File: src/rtl/step_pulse_monitor.sv
// Receive-side monitor for a step/dir pulse stream: synchronises the inputs, tracks position and
// step count, measures inter-pulse period, classifies ramp phase and flags target/stall/estop.
module step_pulse_monitor #(
    parameter int unsigned POS_W       = 32,
    parameter int unsigned PER_W       = 24,
    parameter int unsigned STALL_CYC   = 1_000_000,
    parameter int unsigned SYNC_STAGES = 2
) (
    input  logic             clk,
    input  logic             reset_n,
    input  logic             step_in,
    input  logic             dir_in,
    input  logic             move,
    input  logic             emergancy,
    input  logic             clear_pos,
    input  logic [POS_W-1:0] target_steps,
    output logic [POS_W-1:0] position,
    output logic [POS_W-1:0] step_count,
    output logic [PER_W-1:0] period,
    output logic             period_valid,
    output logic             accel,
    output logic             decel,
    output logic             at_target,
    output logic             stall,
    output logic             estop
);

    localparam int unsigned IdleW = (STALL_CYC > 1) ? $clog2(STALL_CYC) : 1;
    localparam logic [IdleW-1:0] IdleMax = IdleW'(STALL_CYC - 1);

    typedef enum logic [2:0] {StIdle, StRun, StDone, StStall, StEstop} state_e;

    state_e                 state_q, state_d;
    logic [SYNC_STAGES-1:0] step_sync_q, dir_sync_q;
    logic                   step_prev_q;
    logic [POS_W-1:0]       position_q, position_d;
    logic [POS_W-1:0]       step_count_q, step_count_d;
    logic [PER_W-1:0]       per_cnt_q, per_cnt_d;
    logic [PER_W-1:0]       period_q, period_d;
    logic                   valid_q, valid_d;
    logic                   seen_q, seen_d;
    logic                   accel_q, accel_d;
    logic                   decel_q, decel_d;
    logic [IdleW-1:0]       idle_q, idle_d;

    logic step_s, dir_s, step_rise, evt, counting, clear_eff, start;

    assign step_s    = step_sync_q[SYNC_STAGES-1];
    assign dir_s     = dir_sync_q[SYNC_STAGES-1];
    assign step_rise = step_s & ~step_prev_q;
    // Emergency beats clear, clear beats a coincident step event.
    assign clear_eff = clear_pos & ~emergancy;
    assign evt       = step_rise & ~emergancy & ~clear_pos & (state_q != StEstop);
    assign counting  = evt & (state_q inside {StRun, StDone, StStall});
    assign start     = (state_q == StIdle) && (state_d == StRun);

    always_comb begin
        state_d = state_q;
        if (emergancy) begin
            state_d = StEstop;
        end else begin
            unique case (state_q)
                StIdle:  if (move) state_d = StRun;
                StRun: begin
                    if (!move)                               state_d = StIdle;
                    else if (step_count_q == target_steps)   state_d = StDone;
                    else if (!evt && idle_q == IdleMax)      state_d = StStall;
                end
                StDone:  if (!move) state_d = StIdle;
                StStall: begin
                    if (!move)    state_d = StIdle;
                    else if (evt) state_d = StRun;
                end
                StEstop: if (!move) state_d = StIdle;
                default: state_d = StIdle;
            endcase
        end
    end

    always_comb begin
        position_d   = position_q;
        step_count_d = step_count_q;
        per_cnt_d    = per_cnt_q;
        idle_d       = idle_q;

        if (clear_eff) position_d = '0;
        else if (evt)  position_d = dir_s ? position_q + POS_W'(1) : position_q - POS_W'(1);

        if (clear_eff || state_q == StIdle) step_count_d = '0;
        else if (counting)                  step_count_d = step_count_q + POS_W'(1);

        if (clear_eff || state_q == StIdle) begin
            per_cnt_d = '0;
        end else if (counting) begin
            per_cnt_d = PER_W'(1);
        end else if ((state_q == StRun || state_q == StDone) && per_cnt_q != '1) begin
            per_cnt_d = per_cnt_q + PER_W'(1);
        end

        if (state_q != StRun || evt) idle_d = '0;
        else if (idle_q != IdleMax)  idle_d = idle_q + IdleW'(1);
    end

    // Ramp classification needs the current period to be valid before comparing.
    always_comb begin
        period_d = period_q;
        valid_d  = valid_q;
        seen_d   = seen_q;
        accel_d  = accel_q;
        decel_d  = decel_q;
        if (clear_eff || start) begin
            valid_d = 1'b0;
            seen_d  = 1'b0;
            accel_d = 1'b0;
            decel_d = 1'b0;
            if (clear_eff) period_d = '0;
        end else if (counting) begin
            period_d = per_cnt_q;
            seen_d   = 1'b1;
            valid_d  = seen_q;
            if (valid_q) begin
                accel_d = per_cnt_q < period_q;
                decel_d = per_cnt_q > period_q;
            end
        end
    end

    always_ff @(posedge clk or negedge reset_n) begin
        if (!reset_n) begin
            state_q      <= StIdle;
            step_sync_q  <= '0;
            dir_sync_q   <= '0;
            step_prev_q  <= 1'b0;
            position_q   <= '0;
            step_count_q <= '0;
            per_cnt_q    <= '0;
            period_q     <= '0;
            valid_q      <= 1'b0;
            seen_q       <= 1'b0;
            accel_q      <= 1'b0;
            decel_q      <= 1'b0;
            idle_q       <= '0;
        end else begin
            state_q      <= state_d;
            step_sync_q  <= {step_sync_q[SYNC_STAGES-2:0], step_in};
            dir_sync_q   <= {dir_sync_q[SYNC_STAGES-2:0], dir_in};
            step_prev_q  <= step_s;
            position_q   <= position_d;
            step_count_q <= step_count_d;
            per_cnt_q    <= per_cnt_d;
            period_q     <= period_d;
            valid_q      <= valid_d;
            seen_q       <= seen_d;
            accel_q      <= accel_d;
            decel_q      <= decel_d;
            idle_q       <= idle_d;
        end
    end

    assign position     = position_q;
    assign step_count   = step_count_q;
    assign period       = period_q;
    assign period_valid = valid_q;
    assign accel        = accel_q;
    assign decel        = decel_q;
    assign at_target    = (state_q == StDone) ||
                          (state_q == StRun && step_count_q == target_steps);
    assign stall        = (state_q == StStall);
    assign estop        = (state_q == StEstop);

endmodule
File: config.mk
export PLATFORM = sky130hd
export DESIGN_NAME = step_pulse_monitor
export DESIGN_NICKNAME = d
export VERILOG_FILES = /design/src/rtl/step_pulse_monitor.sv
export SDC_FILE = /design/constraint.sdc
export NUM_CORES = 1
export LEC_CHECK = 0
export CORE_MARGIN = 8
export CORE_UTILIZATION = 35
export CTS_BUF_LIST = sky130_fd_sc_hd__clkbuf_4
export DETAILED_ROUTE_END_ITERATION = 8
export PLACE_DENSITY = 0.62
export SYNTH_ARGS = -nofsm -noshare
export SYNTH_HDL_FRONTEND = slang
export SYNTH_SLANG_ARGS = --single-unit
File: constraint.sdc
create_clock -name clk -period 9.3 [get_ports clk]
set_clock_uncertainty 0.1 [all_clocks]
set_input_delay 1.86 -clock clk [delete_from_list [all_inputs] [get_ports clk]]
set_output_delay 1.86 -clock clk [all_outputs]
set_load 0.02 [all_outputs]
# Word level (Yosys, flattened, before mapping)
# Index checks and enable logic that the tools add are counted.
# totals
regBits	144
latch_bits	0
mem_bits_rw	0
rom_bits	0
in_bits	39
out_inout_bits	94
wordCells	94
memories	0
# classes
add_sub_neg	5
mul	0
div	0
magnitude_cmp	2
n_eq_ne	12
n_shift	0
mux	32
n_bitwise	9
n_reduce_logical	21
# op_table
op	count
2-to-1 mux 32 bit	5
2-to-1 mux 24 bit	6
adder 32 x 1 -> 32 bit (second input constant)	2
2-to-1 mux 20 bit	2
== test 32 bit	1
subtractor 32 x 1 -> 32 bit (second input constant)	1
adder 24 x 1 -> 24 bit (second input constant)	1
greater-than comparator 24 bit	1
< comparator 24 bit	1
2-to-1 mux 3 bit	8
!= test 24 bit (second input constant)	1
adder 20 x 1 -> 20 bit (second input constant)	1
== test 20 bit (second input constant)	1
!= test 20 bit (second input constant)	1
one-hot mux 3 bit (4 select lines)	1
2-to-1 mux 1 bit	10
nonzero test 2 bit	5
bitwise AND 1 bit	6
== test 3 x 1 -> 1 bit (second input constant)	2
== test 3 x 2 -> 1 bit (second input constant)	2
nonzero test 3 bit	2
logical OR 1 bit	5
logical AND 1 bit	4
AND reduction 2 bit	2
8 further kinds	10

# Longest topological paths before layout
# logic_depth
depth_word	17
ltp_mapped	12

# Least setup slack after synthesis
# OpenSTA, ideal clock, no wires.
# synth_timing
path_type	in2out
from	in target_steps[14]
to	out at_target
arrival_ps	3057
required_ps	7340
slack_ps	4283
stages	6
n_path_buf	0
cell_sequence	xor2_1 -> nor4_1 -> nand4_1 -> nor4_1 -> nand4_1 -> a21oi_1
# synth_via
elab_chain_cells	3
# synth_lines
item	line	rtl
start: declaration	16	input logic [POS_W-1:0] target_steps,
== test 32 bit	167	(state_q == StRun && step_count_q == target_steps);
logical AND 1 bit	167	
logical OR 1 bit	166	assign at_target = (state_q == StDone) ||
end: declaration	23	output logic at_target,
# Every way passes these cells.

# Worst setup path after layout
# layout_timing
from	in target_steps[15]
to	out at_target
# Same word-level chain as after synthesis.

==> results.md <==
- Max-cap violations: 0
- Largest net degree at the start of global routing: 78
- # resized after CTS: 0
- CTS tree: built
- CP arrival: 4.10 ns
- Final Cell Area: 0.0109 sq mm
- Switching share of power: 27.3%
- I/O Buffers: 132
- Critical Path RT: 7.34 ns
- DRC: 0
- Die Ht: 176 um
- Antenna-violating nets left: 0
- Antenna violations before repair: 1
- Net switching power: 0.348 mW
- Startpoint types: primary input
- Nets: 1223
- Total CTS buffers: 17
- Syn Inst Count: 1005
- RSZ-0062 raised after global routing: no
- Register bit total from synthesis: 144
- Top-count cell post-synth: dfrtp_1
- Top_reg_cell synth: dfrtp_1
- Leading area contributor after synthesis: dfrtp_1
- Buffer count from post-CTS setup fixing: 0
- Synthesis Warnings: 0
- Commonest cells in the synthesized netlist: 144 x dfrtp_1, 101 x nand2_1, 101 x nor2_1
- Fin. Hold Viols: 0
- Crit path max-delay family: buffers and inverters
- Area grow syn2layout: 22.2%
- Register area share after synthesis: 40.4%
- Vias: 7501
- Comb pwr share: 14.2%
- Gr usage total: 15.0%
- Starting Density: 35.5%
- First-pass GRT wire length: 38200 um
- Die ar.: 0.0308 sq mm
- Vias in the first global route: 7367
- Top cells by area, synth: dfrtp_1 40%, ha_1 8.0%, xor2_1 7.7%, nand2_1 4.3%, nor2_1 4.3%
- Final Cycle Share: 65.2%
- Fill count: 2566
- Post-cts hold buffer count: 0
- Status: finished, final reports clean
- GRT Residual Overflow: 0
- Leak: 4.75 nW
- Peak supply drop: 0.0726 mV
- WL/cell: 15.5 um
- Worst setup path class: primary input to primary output
- Area after DPL: 0.0106 sq mm
- Worst-path fanout max: 3
- Worst Hold Class: flop to flop
- Synth top area share: 40.4%
- Pins over their slew limit: 0
- Ports: 133
- EDFF count, synth: 0
- Layout cell share with drive strength beyond 1: 4.66%
- CTS H-tree depth: 4
- Slowest CP cell: clkdlybuf4s50_1
- Worst path cell trace: clkdlybuf4s50_1 > xor2_1 > nor4_1 > nand4_1 > nor4_1 > nand4_1 > a21oi_1 > clkdlybuf4s50_1
- DRT Pass-1 Iters: 5
- DRT iter0 DRCs: 426
- Core Footprint: 0.0251 sq mm
- Place WS: 3.22 ns
- Register area: 0.00360 sq mm
- Clock share of power: 35.0%
- Multi-input gate area: 0.00502 sq mm
- Core Rows: 58
- Critical Path Max Stage Delay: 0.63 ns
- Hpwl dp: 16500 um
- Skew-Pair Late Insertion Delay: 0.54 ns
- Synthesized net count: 1102
- Worst-path clk slew: 0.12 ns
- Sequential Power Share: 50.7%
- Power after layout: 1.27 mW
- Post-Syn Area: 0.00892 sq mm
- Minimum clock period: 6.06 ns
- Worst Slack Setup Final: 3.24 ns
- CTS root buf: clkbuf_4
- Clk sink count: 144
- Fin util: 43.4%
- Clock Path Buffers: 2
- Async set or reset register ratio after synthesis: 100%
- Slew HR: 35.6%
- Fmax: 0.165 GHz
- Setup TNS Final: 0 ns
- WL final: 22800 um
- Slew @ Worst Pin: 0.967 ns
- Syn Area/Cell: 8.87 sq um
- CP Capture Type: primary output
- Int Power: 0.926 mW
- Final setup violation count: 0
- PwrDens: 117 mW/mm^2
- CP Buf/Inv Count: 2
- Distinct cells, synth: 62
- Vias/cell: 5.11
- Die Wd: 176 um
- GP Congestion: 0.856
-- worst register-to-register path, cell delays in order (launching register included) --
cell and delay (ns):
dfrtp_1 0.48, inv_1 0.31, buf_4 0.36, ha_1 0.35, and3_1 0.23, nand3_1 0.12
a21oi_1 0.08, o31ai_1 0.33, a41oi_1 0.24, o2111ai_1 0.40, a21oi_1 0.13, or3_1 0.33
a31o_1 0.22
-- kinds of logic after synthesis --
kind of cell             Yosys count  share of synthesized area, %
AND/OR/NAND/NOR                  395                          21.9
AO/OA/AOI/OAI                    206                          14.2
flip-flops                       144                          40.4
XOR/XNOR                         111                          10.9
buffers and inverters             84                          3.55
adder cells (fa/ha/maj)           58                          8.22
multiplexers                       7                         0.800
-- worst paths after layout --
kind                             startpoint             end  slack (ns)  cells after the start
hold reg to reg              step_sync_q[0]  step_sync_q[1]        0.27                      0
min in group asynchronous           reset_n  step_count[10]        1.21                      1
hold / removal               step_sync_q[0]  step_sync_q[1]        0.27                      0
setup reg to reg              dir_sync_q[1]    position[26]        5.52                     12
max in group asynchronous           reset_n       idle_q[3]        6.42                      2
setup / recovery           target_steps[15]       at_target        3.24                      8
-- area by class of cell --
type                    instances  area share [%]
clock inverters                12            1.54
well taps                     330            3.79
flip-flops and latches        144            33.1
clock buffers                  19            1.31
repair buffers                138            12.6
diodes                          1          0.0230
inverters                      48            1.65
multi-input cells             777            46.1
-- cell usage in the layout (no fill, tap or decap), types with 18 or more instances in the layout --
master and count:
nor2_1 101, dfrtp_1 144, a21oi_1 51, ha_1 57, nand4_1 21, clkdlybuf4s50_1 131
nor3_1 18, inv_1 48, xnor2_1 33, o21ai_0 69, nand3_1 67, clkbuf_4 19
xor2_1 78, a21o_1 19, nand2_1 100
-- power groups by stage --
stage	Sequential [mW]	Combinational (mW)	Clock (mW)
floorplan	0.665	0.0993	0
global placement	0.658	0.180	0
detailed placement	0.658	0.182	0
CTS	0.647	0.183	0.468
global route	0.648	0.203	0.491
finish	0.646	0.181	0.446
-- registers in the layout, summed over array words and instances, names as in the netlist --
name / count
period: 24
position: 32
decel: 1
per_cnt_q: 24
state_q: 3
step_prev_q: 1
step_sync_q: 2
period_valid: 1
step_count: 32
idle_q: 20
dir_sync_q: 2
seen_q: 1
accel: 1
-- metal layers --
layer	GRT usage, %	wire (um)
met5	0	0
met3	2.75	715
met4	3.78	214
met1	19.8	10800
met2	25.0	11100
-- through the flow --
stage / hold WS [ns] / cells
6_report: 0.275 / 1469
2_1_floorplan: 0.231 / 1005
4_1_cts: 0.270 / 1468
5_1_grt: 0.289 / 1469
3_5_place_dp: 0.237 / 1437
3_3_place_gp: 0.234 / 1437
(Power assumes the default switching activity.)
